==> config.mk <==
export PLATFORM = sky130hd
export DESIGN_NAME = instr_fetch_unit
export DESIGN_NICKNAME = d
export VERILOG_FILES = /design/src/rtl/cpu_pkg.sv /design/src/rtl/instr_fetch_unit.sv
export SDC_FILE = /design/constraint.sdc
export NUM_CORES = 1
export LEC_CHECK = 0
export BUFFER_PORTS_ARGS = -buffer_cell sky130_fd_sc_hd__buf_2
export CORE_MARGIN = 8
export CORE_UTILIZATION = 45
export CTS_CLUSTER_DIAMETER = 30
export DETAILED_ROUTE_END_ITERATION = 8
export HOLD_SLACK_MARGIN = 0.02
export PLACE_DENSITY = 0.8
export SLEW_MARGIN = 10
export SYNTH_ARGS = -nofsm -noshare
export SYNTH_HDL_FRONTEND = slang
export SYNTH_SLANG_ARGS = --single-unit
export TNS_END_PERCENT = 5
==> constraint.sdc <==
create_clock -name clk -period 1.9 [get_ports clk]
set_input_delay 0.095 -clock clk [delete_from_list [all_inputs] [get_ports clk]]
set_output_delay 0.095 -clock clk [all_outputs]
set_load 0.005 [all_outputs]
==> src/rtl/cpu_pkg.sv <==
// Shared definitions for the 16-bit multi-cycle CPU: fetch state encoding,
// opcode field location, the halt word and the default two-word opcode set.
package cpu_pkg;

    typedef enum logic [1:0] {
        S_FETCH   = 2'd0,
        S_IMM     = 2'd1,
        S_PRESENT = 2'd2,
        S_HALT    = 2'd3
    } fetch_state_t;

    localparam int OPC_HI = 15;
    localparam int OPC_LO = 12;

    localparam logic [15:0] CPU_HALT_WORD     = 16'hFFFF;
    // Opcodes 0, 2, 6 and 7 carry an immediate word.
    localparam logic [15:0] CPU_TWO_WORD_MASK = 16'h00C5;

    // True when the opcode field of word selects a set bit in mask.
    function automatic logic opc_has_imm(input logic [15:0] word, input logic [15:0] mask);
        return mask[word[OPC_HI:OPC_LO]];
    endfunction

endpackage

==> src/rtl/instr_fetch_unit.sv <==
// Fetch stage: owns the PC, reads the instruction ROM, assembles one- or
// two-word instructions and presents them over a valid/ready handshake.
//
// state     | meaning
// ----------+-----------------------------------------------------------
// S_FETCH   | read opcode word at pc (bounds check, halt check)
// S_IMM     | read immediate word at pc for a two-word opcode
// S_PRESENT | bundle valid, held stable until ir_ready
// S_HALT    | halt word seen or pc out of range; only reset exits
module instr_fetch_unit
    import cpu_pkg::*;
#(
    parameter int          ROM_DEPTH     = 20,
    parameter int          PC_W          = 5,
    parameter logic [15:0] TWO_WORD_MASK = CPU_TWO_WORD_MASK,
    parameter logic [15:0] HALT_WORD     = CPU_HALT_WORD
) (
    input  logic            clk,
    input  logic            reset,
    output logic [PC_W-1:0] rom_addr,
    input  logic [15:0]     rom_data,
    output logic            ir_valid,
    input  logic            ir_ready,
    output logic [15:0]     ir,
    output logic [15:0]     imm,
    output logic            has_imm,
    output logic [PC_W-1:0] ir_pc,
    input  logic            redirect_valid,
    input  logic [PC_W-1:0] redirect_pc,
    output logic            halted,
    output logic            fault
);

    localparam logic [PC_W-1:0] PC_LAST = PC_W'(ROM_DEPTH - 1);
    localparam logic [PC_W-1:0] PC_ONE  = PC_W'(1);

    fetch_state_t    state;
    logic [PC_W-1:0] pc;
    logic            pc_oob;
    logic            word_two;

    // The bounds check guards every ROM read, so pc+1 never needs to wrap.
    assign rom_addr = pc;
    assign pc_oob   = (pc > PC_LAST);
    assign word_two = opc_has_imm(rom_data, TWO_WORD_MASK);

    // Fetch sequencer; redirect outranks everything except the halt state.
    always_ff @(posedge clk or posedge reset) begin
        if (reset) begin
            state    <= S_FETCH;
            pc       <= '0;
            ir_valid <= 1'b0;
            ir       <= '0;
            imm      <= '0;
            has_imm  <= 1'b0;
            ir_pc    <= '0;
            halted   <= 1'b0;
            fault    <= 1'b0;
        end else if (redirect_valid && (state != S_HALT)) begin
            // A coinciding handshake still completes: the consumer already owns the bundle.
            pc       <= redirect_pc;
            state    <= S_FETCH;
            ir_valid <= 1'b0;
        end else begin
            case (state)
                S_FETCH: begin
                    if (pc_oob) begin
                        fault <= 1'b1;
                        state <= S_HALT;
                    end else if (rom_data == HALT_WORD) begin
                        halted <= 1'b1;
                        state  <= S_HALT;
                    end else begin
                        ir    <= rom_data;
                        ir_pc <= pc;
                        pc    <= pc + PC_ONE;
                        if (word_two) begin
                            state <= S_IMM;
                        end else begin
                            imm      <= '0;
                            has_imm  <= 1'b0;
                            ir_valid <= 1'b1;
                            state    <= S_PRESENT;
                        end
                    end
                end
                S_IMM: begin
                    // The immediate is data, so it is never compared against the halt word.
                    if (pc_oob) begin
                        fault <= 1'b1;
                        state <= S_HALT;
                    end else begin
                        imm      <= rom_data;
                        has_imm  <= 1'b1;
                        pc       <= pc + PC_ONE;
                        ir_valid <= 1'b1;
                        state    <= S_PRESENT;
                    end
                end
                S_PRESENT: begin
                    if (ir_ready) begin
                        ir_valid <= 1'b0;
                        state    <= S_FETCH;
                    end
                end
                S_HALT: begin
                    ir_valid <= 1'b0;
                end
                default: begin
                    state <= S_HALT;
                end
            endcase
        end
    end

endmodule
### Word-level counts from Yosys, hierarchy flattened

Memories as Yosys holds them, arrays and structs flattened.
Index checks and enable logic that the tools add are counted.

* input port bits: 25
* memories: 1
* logic and storage cells: 72
* bits in registers: 48
* output and inout bits: 46
* ROM bits: 16

Memory list
* (no name shown): words 16, width 1, rd ports 1, clocked after Yosys merged registers in 0, write ports 0, line cpu_pkg.sv:21 `return mask[word[OPC_HI:OPC_LO]];`

* reductions and logical operators: 13
* $lt $le $gt $ge: 2
* $add $sub $neg: 1
* eq/ne operators: 14
* bitwise gates (word level): 3
* muxes and demuxes: 29

Operators with widths (number)
* two-way mux 16 bit: 4
* case mux 16 bit (2 select lines): 1
* two-way mux 5 bit: 4
* == test 16 bit, second input constant: 1
* inequality test 3 bit, second input constant: 5
* AND reduction 4 bit: 3
* two-way mux 1 bit: 11
* two-way mux 2 bit: 5
* inequality test 2 bit, second input constant: 5
* case mux 5 bit (2 select lines): 1
* case mux 2 bit (3 select lines): 1
* AND reduction 6 bit: 1
* adder 5 x 1 -> 5 bit, second input constant: 1
* greater-than comparator 5 bit, second input constant: 1
* less-than comparator 4 x 5 -> 1 bit, second input constant: 1
* AND reduction 5 bit: 1
* == test 2 bit, second input constant: 2
* case mux 1 bit (4 select lines): 1
* nonzero test 4 bit: 1
* inverter 1 bit: 3
* AND reduction 3 bit: 1
* nonzero test 3 bit: 1
* == test 2 x 1 -> 1 bit, second input constant: 1
* logical NOT 2 bit: 1
* 5 further kinds: 5

### Longest topological paths before layout

Gate-level depths: netlist (run 1).

* depth in word-level cells: 7
* depth in mapped cells: 7
* depth with buffers taken out: 6

### Worst setup path before layout (run 1)

OpenSTA, ideal clock, no wires.

* path type: register to register
* start: reg pc[0], in the netlist rom_addr[0]
* end: reg ir_pc[2]
* stages on the path, launching flop included: 8
* buffers on the path: 1
* slack: -0.151 ns
* data arrival time: 1.924 ns
* library setup time: 0.128 ns
* required time: 1.772 ns
* clock period less this slack: 2.051 ns
* path through: dfrtp_1 > ha_1 > and3b_1 > o31ai_2 > nand3_1 > nor2_1 > buf_2 > mux2_1

* word-level cells in the longest chain between the ends: 3

RTL lines
* start: declaration: line instr_fetch_unit.sv:38 `logic [PC_W-1:0] pc;`
* start signal: assignment: line instr_fetch_unit.sv:61 `pc <= redirect_pc;`
* start signal: assignment: line instr_fetch_unit.sv:76 `pc <= pc + PC_ONE;`
* start signal: assignment: line instr_fetch_unit.sv:95 `pc <= pc + PC_ONE;`
* greater-than comparator 5 bit: line instr_fetch_unit.sv:44 `assign pc_oob = (pc > PC_LAST);`
* inverter 1 bit (no line)
* AND reduction 4 bit (no line)
* end signal: assignment: line instr_fetch_unit.sv:75 `ir_pc <= pc;`
* end: declaration: line instr_fetch_unit.sv:27 `output logic [PC_W-1:0] ir_pc,`

No other way between the ends.
A chain may end at the register's enable or synchronous reset.

### Final worst setup path (run 1)

* start: reg pc[1], in the netlist rom_addr[1]
* end: reg ir[14]

* word-level cells in the longest chain between the ends: 3

RTL lines
* greater-than comparator 5 bit: line instr_fetch_unit.sv:44
* inverter 1 bit (no line)
* AND reduction 4 bit (no line)
* end signal: assignment: line instr_fetch_unit.sv:74 `ir <= rom_data;`
* end: declaration: line instr_fetch_unit.sv:24 `output logic [15:0] ir,`

No other way between the ends.

==> impl_metrics.py, run 1 <==
metrics = {
    "sta": {
        "maxSlewHeadroom_pct": 51.39,
        "hold_viol_final": 0,
        "finalClockSkew_ns": 0.008838,
        "setup_viol": 40,
        "fin_crit_ns": 2.043,
        "tightestPinTransition_ns": 0.7292,
        "slew_viol_final": 0,
        "timing.final.ws_setup_ns": -0.1432,
        "rsz0062_at_grt": "yes",
        "hold_ws_ns": 0.02842,
        "fmax_ghz": 0.4894,
        "period_share_pct": 107.5,
    },
    "clock_network": {
        "cts_root_buffer": "clkbuf_8",
        "cts_made_buffers": 5,
        "clkTransAtPathRegs_ns": 0.08,
        "clock_sinks": 48,
        "clock_latency_ns": 0.30,
        "cts.path.max_buffers": 2,
        "cts_tree": "built",
        "htree_levels": 2,
    },
    "hold_path": {
        "hold_path_depth": 3,
        "hp-start": "redirect_pc[3]",
        "hold_class": "in2reg",
        "hold_path_end": "rom_addr[3]$_DFFE_PP0P_",
    },
    "floorplanning": {
        "ioPinCount": 71,
        "rows": 25,
        "start_util_pct": 45.84,
        "die_h_um": 84.67,
        "die_w_um": 84.67,
        "die_area_um2": 7169,
        "core_area_um2": 4629,
    },
    "synth": {
        "synth_seq_area_share_pct": 56.60,
        "synth_area_um2": 2122,
        "syn_inst": 163,
        "synth_edf_count": 0,
        "yosys_warnings": 0,
        "async_reset_ff_share_pct": 100.0,
        "ys_types": 38,
        "syn_avg_cell_area_um2": 13.02,
        "synth-main-ff-cell": "dfrtp_1",
        "ys_seq_elements": 48,
        "syn_nets": 194,
    },
    "global_route": {
        "grt_max_degree": 49,
        "grt_pass1_vias": 1912,
        "grt_first_pass_wirelength_mm": 9.315,
        "overflow": 0,
        "grt_usage_pct": 15.97,
        "antenna_found_initial": 0,
    },
    "power_and_ir_drop": {
        "total_power_mw": 4.476,
        "p_leak_nw": 1.442,
        "irDropWorstVdd_v": 0.0008295,
        "p_per_area_nw_per_um2": 1562,
    },
    "worst_setup_path": {
        "cp_slowest_stage_delay_ns": 0.37,
        "worst_setup_path_start_kind": "register",
        "worst-endpoint-required_ns": 2.08,
        "reg2reg_slack_ns": -0.14,
        "arrival_ns": 2.23,
        "reg2reg_to": "ir[14]$_DFFE_PP0P_",
        "critPathSlowestCell": "dfrtp_1",
        "path_class": "reg2reg",
        "path_cells": "ha_2 -> and3b_2 -> o31ai_4 -> buf_4 -> nand3_2 -> nor2_4 -> clkbuf_16 -> mux2_1",
        "crit_path_max_fanout": 10,
        "end_kind": "register",
        "rr_worst_depth": 8,
        "r2r-start": "rom_addr[1]$_DFFE_PP0P_",
    },
    "run_status": {
        "violations": "setup timing",
        "status": "complete, but fails checks",
    },
    "detailed_routing": {
        "vias": 1719,
        "routed_via_density": 5.475,
        "drt_first_pass_iters": 4,
        "remaining_drc_errors": 0,
        "finalWirelength_mm": 5.683,
        "ant_nets": 0,
        "avgRoutedWirePerCell_um": 18.10,
        "drt_iter0_drc": 69,
    },
    "place": {
        "place_hpwl_mm": 4.078,
        "dp.cells": 302,
        "io_buffers": 70,
        "routabilityCongestion": 0.8927,
    },
    "layout": {
        "num_antenna_cells": 0,
        "nets": 291,
        "fin_cells": 314,
        "area_growth_pct": 35.02,
        "final_layout_size_suffix_gt1_share_pct": 44.23,
        "nFillCells": 364,
    },
    "run": {
        "cap_viol_max_count": 0,
    },
}
report_power, final:
part | switching [mW] | internal (mW)
clock network | 0.328 | 0.290
logic | 1.00 | 1.14
registers | 0.264 | 1.46
layout make-up:
cell class	instances	area, um^2	area share [%]
repair buffers	97	588.1	20.52
multi-input cells	104	902.1	31.48
inverters	4	15.01	0.5240
clock inverters	1	8.758	0.3057
flip-flops and latches	48	1201	41.92
clock buffers	6	82.58	2.882
well taps	54	67.56	2.358
worst max path at each step:
stage / endpoint / slack [ns] / start
6_report: ir[14]$_DFFE_PP0P_ / -0.14 / rom_addr[1]$_DFFE_PP0P_
5_1_grt: ir[9]$_DFFE_PP0P_ / -0.25 / rom_addr[1]$_DFFE_PP0P_
4_1_cts: ir[8]$_DFFE_PP0P_ / -0.12 / rom_addr[1]$_DFFE_PP0P_
3_5_place_dp: imm[4]$_DFFE_PP0P_ / -0.43 / rom_addr[1]$_DFFE_PP0P_
3_3_place_gp: imm[10]$_DFFE_PP0P_ / -0.33 / rom_addr[1]$_DFFE_PP0P_
2_1_floorplan: imm[10]$_DFFE_PP0P_ / -0.09 / rom_addr[0]$_DFFE_PP0P_
worst max-delay path: cells and delay by family (launching register included):
family / cells / cell delay [ns]
buf+inv: 2 / 0.36
flops: 1 / 0.37
fa+ha+maj: 1 / 0.18
simple gates: 3 / 0.53
mux: 1 / 0.32
compound gates: 1 / 0.18
sequential cells by signal, summed over array words and instances, names as in the netlist:
signal	count
imm	16
ir	16
ir_pc	5
rom_addr	5
state	2
fault	1
halted	1
has_imm	1
ir_valid	1
cell usage after synthesis (2+ instances only):
cell type  count  area share [%]
ha_1           6             3.5
nand2_1        6             1.1
clkbuf_1       3            0.53
o21ai_0        2            0.47
xnor2_1        3             1.2
o21ai_1        4            0.94
a21oi_1        3            0.71
inv_1          4            0.71
a22o_1        18             7.4
mux2_1        22              12
nor2_1         6             1.1
dfrtp_1       48              57
a211oi_1       3             1.1
nor2b_1        2            0.59
nand2b_1       3            0.88
buf_2          3            0.71
nor3_1         2            0.47
nand4_1        4             1.2
nand3_1        2            0.47
layer usage:
layer	global-route usage, %	part of all wire [%]	vias to the layer above
li1	-	-	798
met1	18.57	42	853
met2	27.13	51	54
met3	4.293	4.7	14
met4	6.472	2.4	0
met5	0	0	-
per-stage QoR:
step	TNS, ns	utilization (%)	area [um^2]	worst slack [ns]
after floorplan	-2.270	-	2136	-0.08761
after global placement	-6.708	58.14	2691	-0.3338
after detailed placement	-9.411	58.14	2691	-0.4310
after CTS	-2.584	61.14	2830	-0.1248
after global routing	-8.675	61.89	2865	-0.2453
final	-3.775	61.89	2865	-0.1432
cells in the final DEF (no fill, tap or decap), types with 4 or more instances in the layout:
cell	count
buf_2	70
dfrtp_1	48
buf_4	23
mux2_1	22
a22o_1	18
nand2_1	6
clkbuf_8	6
nor2_1	5
ha_1	5
nand4_1	4
o21ai_1	4
cell families (layout without fill, tap and decap cells):
group                      Yosys count  in the layout  share of synthesized area (%)
adders and majority gates            6              6                          3.538
DFF                                 48             48                          56.60
AOI/OAI and AO/OA                   42             42                          15.86
muxes                               23             23                          12.15
and+or+nand+nor                     30             30                          8.137
buffers and inverters               11            108                          2.476
xor gates and xnor gates             3              3                          1.238
timing repair:
| action | 4_1_cts | 5_1_grt |
|---|---|---|
| hold endpoints to repair | 49 | 0 |
| cloned | 0 | 1 |
| setup endpoints to repair | 40 | 42 |
| setup buffers | 2 | 0 |
| pin swaps | 1 | 1 |
| hold buffers | 2 | 0 |
| gates resized for setup | 4 | 2 |
(Power assumes the default switching activity.)
==> run 2: changes to the inputs <==
CORE_UTILIZATION = 50   (was 45)
PLACE_DENSITY = 0.84   (was 0.8)
clock period = 2 ns   (was 1.9 ns; I/O delays follow)
==> impl_metrics.py, run 2 (synthesized netlist as in run 1, its figures left out) <==
metrics = {
    "run_status": {
        "status": "complete, but fails checks",
        "violations": "setup timing",
    },
    "layout": {
        "fin_util_pct": 68.73,
        "num_antenna_cells": 0,
        "nFillCells": 291,
        "largestRegisters": "imm (16), ir (16)",
        "area_growth_pct": 31.43,
        "mostFrequentLayoutCells": "buf_2, dfrtp_1, mux2_1",
        "final_layout_size_suffix_gt1_share_pct": 42.13,
        "nets": 284,
        "layout.cells.most_common": "buf_2",
    },
    "clock_network": {
        "htree_levels": 2,
        "clock_latency_ns": 0.32,
        "clkTransAtPathRegs_ns": 0.09,
        "clock_sinks": 48,
        "cts_made_buffers": 5,
        "cts_root_buffer": "clkbuf_8",
        "cts.path.max_buffers": 2,
        "cts_tree": "built",
    },
    "sta": {
        "fmax_ghz": 0.4911,
        "period_share_pct": 101.8,
        "hold_ws_ns": 0.03097,
        "finalClockSkew_ns": 0.01234,
        "hold_viol_final": 0,
        "tightestPinTransition_ns": 0.4088,
        "timing.final.ws_setup_ns": -0.03616,
        "setup_viol": 8,
        "maxSlewHeadroom_pct": 72.69,
        "rsz0062_at_grt": "yes",
        "fin_crit_ns": 2.036,
        "slew_viol_final": 0,
    },
    "global_route": {
        "met1_usage_pct": 20.26,
        "grt_first_pass_wirelength_mm": 8.694,
        "grt_max_degree": 21,
        "gr-max-usage-layer": "met2",
        "grt_usage_pct": 17.15,
        "antenna_found_initial": 0,
        "grt_pass1_vias": 1772,
        "overflow": 0,
        "grtUsageMet2_pct": 27.91,
        "use_met3_pct": 6.733,
    },
    "detailed_routing": {
        "avgRoutedWirePerCell_um": 18.11,
        "routed_via_density": 5.592,
        "finalWirelength_mm": 5.505,
        "drt_iter0_drc": 186,
        "vias": 1700,
        "ant_nets": 0,
        "remaining_drc_errors": 0,
        "drt_first_pass_iters": 4,
    },
    "floorplanning": {
        "die_area_um2": 6585,
        "ioPinCount": 71,
        "rows": 23,
        "die_h_um": 81.15,
        "core_area_um2": 4058,
        "start_util_pct": 52.30,
        "die_w_um": 81.15,
    },
    "place": {
        "routabilityCongestion": 0.8495,
        "io_buffers": 70,
        "place_hpwl_mm": 4.121,
    },
    "worst_setup_path": {
        "cp_slowest_stage_delay_ns": 0.55,
        "path_class": "reg2reg",
        "arrival_ns": 2.24,
        "cp.buffers_inverters": 1,
        "crit_path_max_fanout": 8,
        "path_cells": "buf_4 -> and3b_2 -> o31a_1 -> a2111o_2 -> a22o_1",
        "cpLargestDelayFamily": "compound AO/OA/AOI/OAI gates",
        "end_kind": "register",
        "worst_setup_path_start_kind": "register",
        "critPathSlowestCell": "a2111o_2",
        "worst-endpoint-required_ns": 2.21,
    },
    "power_and_ir_drop": {
        "p_leak_nw": 1.402,
        "irDropWorstVdd_v": 0.0008302,
        "p_per_area_nw_per_um2": 1495,
        "total_power_mw": 4.169,
    },
    "hold_path": {
        "hold_class": "in2reg",
    },
    "run": {
        "cap_viol_max_count": 0,
    },
}
-- run 2: what timing repair did --
action | CTS | global route
endpoints found under the hold margin | 20 | 0
gates resized for setup | 1 | 6
setup endpoints to repair | 18 | 38
hold buffers | 3 | 0
pin swaps | 1 | 17
cloned | 0 | 1
setup buffers | 0 | 1
-- run 2: per-stage QoR --
step	instances	cell area (um^2)	setup TNS (ns)	setup WS, ns
6_report	304	2789	-0.2092	-0.03616
5_1_grt	304	2789	-1.522	-0.09413
4_1_cts	302	2740	-0.0005773	-0.0005773
3_5_place_dp	291	2613	-0.1764	-0.02628
3_3_place_gp	291	2613	0	0.03601
2_1_floorplan	163	2127	-0.3971	-0.01992
-- run 2: layer usage --
layer / part of all wire, % / vias up
met5: 0 / -
met4: 2.2 / 0
met3: 7.2 / 11
met2: 48 / 64
met1: 42 / 832
li1: - / 793
-- run 2: report_power, final --
group	internal (mW)	switching, mW
Clock	0.283	0.337
Sequential	1.38	0.264
Combinational	0.973	0.930
-- run 2: layout make-up --
class,instances,area (um^2),share of cell area (%)
multi-input combinational,105,913.4,32.75
inverter,4,15.01,0.5384
sequential,48,1201,43.07
clock buffer,6,82.58,2.961
clock inverter,2,13.76,0.4935
tap,50,62.56,2.243
timing repair buffer,89,500.5,17.95
-- run 2: final timing paths --
kind                                  endpoint                    start  cells past startpoint  slack [ns]
min                         imm[5]$_DFFE_PP0P_              rom_data[5]                      2        0.03
max in group asynchronous  imm[12]$_DFFE_PP0P_                    reset                      4        1.12
max reg2reg                imm[11]$_DFFE_PP0P_  rom_addr[1]$_DFFE_PP0P_                      5       -0.04
max                        imm[11]$_DFFE_PP0P_  rom_addr[1]$_DFFE_PP0P_                      5       -0.04
min in group asynchronous    ir[8]$_DFFE_PP0P_                    reset                      3        0.31
min reg2reg                  fault$_DFFE_PP0P_        fault$_DFFE_PP0P_                      1        0.48
==> run 3: changes to the inputs <==
CTS_BUF_LIST = sky130_fd_sc_hd__clkbuf_16   (was default)
==> impl_metrics.py, run 3 (synthesized netlist as in run 1, its figures left out) <==
metrics = {
    "floorplanning": {
        "die_w_um": 81.15,
        "rows": 23,
        "core_area_um2": 4058,
        "die_area_um2": 6585,
        "die_h_um": 81.15,
        "ioPinCount": 71,
        "start_util_pct": 52.30,
    },
    "power_and_ir_drop": {
        "p_per_area_nw_per_um2": 1573,
        "irDropWorstVdd_v": 0.0008215,
        "p_leak_nw": 1.432,
        "total_power_mw": 4.498,
    },
    "place": {
        "routabilityCongestion": 0.8495,
        "pre_cts_slack_ns": -0.02628,
        "place_hpwl_mm": 4.121,
        "io_buffers": 70,
    },
    "worst_setup_path": {
        "path_cells": "buf_4 -> and3b_2 -> o31a_1 -> a2111o_1 -> a22o_1",
        "cp_slowest_stage_delay_ns": 0.51,
        "worst_setup_path_start_kind": "register",
        "end_kind": "register",
        "worst-endpoint-required_ns": 2.17,
        "arrival_ns": 2.19,
        "crit_path_max_fanout": 8,
        "cpLargestDelayFamily": "compound AO/OA/AOI/OAI gates",
        "path_class": "reg2reg",
        "cp.buffers_inverters": 1,
        "critPathSlowestCell": "a2111o_1",
        "reg2reg_slack_ns": -0.02,
    },
    "run": {
        "cap_viol_max_count": 0,
    },
    "clock_network": {
        "htree_levels": 2,
        "clock_sinks": 48,
        "clock_latency_ns": 0.29,
        "cts.path.max_buffers": 2,
        "clkTransAtPathRegs_ns": 0.06,
        "cts_made_buffers": 5,
        "cts_root_buffer": "clkbuf_16",
        "cts_tree": "built",
    },
    "global_route": {
        "grt_max_degree": 21,
        "grt_usage_pct": 17.61,
        "overflow": 0,
        "antenna_found_initial": 0,
        "grt_pass1_vias": 1827,
        "grt_first_pass_wirelength_mm": 9.039,
    },
    "sta": {
        "rsz0062_at_grt": "yes",
        "tightestPinTransition_ns": 0.4816,
        "fin_crit_ns": 2.018,
        "tns_ns": -0.09376,
        "fmax_ghz": 0.4957,
        "slew_viol_final": 0,
        "timing.final.ws_setup_ns": -0.01750,
        "hold_ws_ns": 0.02379,
        "setup_viol": 9,
        "period_share_pct": 100.9,
        "maxSlewHeadroom_pct": 67.77,
        "finalClockSkew_ns": 0.006383,
        "hold_viol_final": 0,
    },
    "layout": {
        "num_antenna_cells": 0,
        "nFillCells": 281,
        "area_growth_pct": 34.73,
        "layout.cells.most_common": "buf_2",
        "largestRegisters": "imm (16), ir (16)",
        "nets": 285,
        "final_layout_size_suffix_gt1_share_pct": 43.14,
        "mostFrequentLayoutCells": "buf_2, dfrtp_1, mux2_1",
    },
    "detailed_routing": {
        "avgRoutedWirePerCell_um": 19.15,
        "ant_nets": 0,
        "routed_via_density": 5.718,
        "vias": 1744,
        "drt_iter0_drc": 138,
        "finalWirelength_mm": 5.841,
        "drt_first_pass_iters": 4,
        "remaining_drc_errors": 0,
    },
    "hold_path": {
        "hold_class": "in2reg",
    },
    "run_status": {
        "status": "complete, but fails checks",
        "violations": "setup timing",
    },
}
run 3: cell count changes in the layout (fill, tap and decap cells not counted), sizes merged:
cell and delta:
buf +3, dlygate4sd3 -2, clkbuf -1, clkinv +1
run 3: what timing repair did:
action / CTS / global route
endpoints found under the hold margin: 18 / 0
hold buffers: 1 / 0
buffers inserted: 0 / 4
resized for setup: 2 / 9
pin swaps: 1 / 19
cloned: 0 / 1
setup endpoints to repair: 37 / 38
run 3: worst paths after layout:
| check | start | to | cells after the start |
|---|---|---|---|
| max | rom_addr[1]$_DFFE_PP0P_ | imm[2]$_DFFE_PP0P_ | 5 |
| min reg2reg | fault$_DFFE_PP0P_ | fault$_DFFE_PP0P_ | 1 |
| max reg2reg | rom_addr[1]$_DFFE_PP0P_ | imm[2]$_DFFE_PP0P_ | 5 |
| min in group asynchronous | reset | ir[6]$_DFFE_PP0P_ | 3 |
| min | redirect_pc[3] | rom_addr[3]$_DFFE_PP0P_ | 3 |
| max in group asynchronous | reset | ir[13]$_DFFE_PP0P_ | 4 |
run 3: through the flow:
stage	instances	instance area (um^2)	util, %
2_1_floorplan	163	2127	-
3_3_place_gp	291	2613	64.38
3_5_place_dp	291	2613	64.38
4_1_cts	300	2775	68.39
5_1_grt	305	2859	70.46
6_report	305	2859	70.46
run 3: worst min-delay path: cells and delay by family:
kind / cells / cell delay, ns
simple gates: 1 / 0.03
buf+inv: 1 / 0.07
compound gates: 1 / 0.06
run 3: area by class of cell:
cell class / instances / area [um^2] / area share, %
timing repair buffer: 90 / 506.7 / 17.72
clock inverter: 3 / 17.52 / 0.6127
multi-input combinational: 105 / 930.9 / 32.56
inverter: 4 / 15.01 / 0.5252
tap: 50 / 62.56 / 2.188
clock buffer: 5 / 125.1 / 4.376
sequential: 48 / 1201 / 42.01
run 3: report_power, final:
group          switching (mW)  internal, mW  leakage (nW)
sequential              0.274          1.39         0.598
combinational           0.994          1.03         0.762
clock                   0.351         0.461        0.0716
total                    1.62          2.88          1.43
run 3: metal layers:
metal	global-route usage [%]	routed length (um)	vias to the layer above
met3	6.181	392	8
met2	28.95	2949	73
met4	6.250	70	0
met1	20.94	2428	877
li1	-	-	786
met5	0	0	-
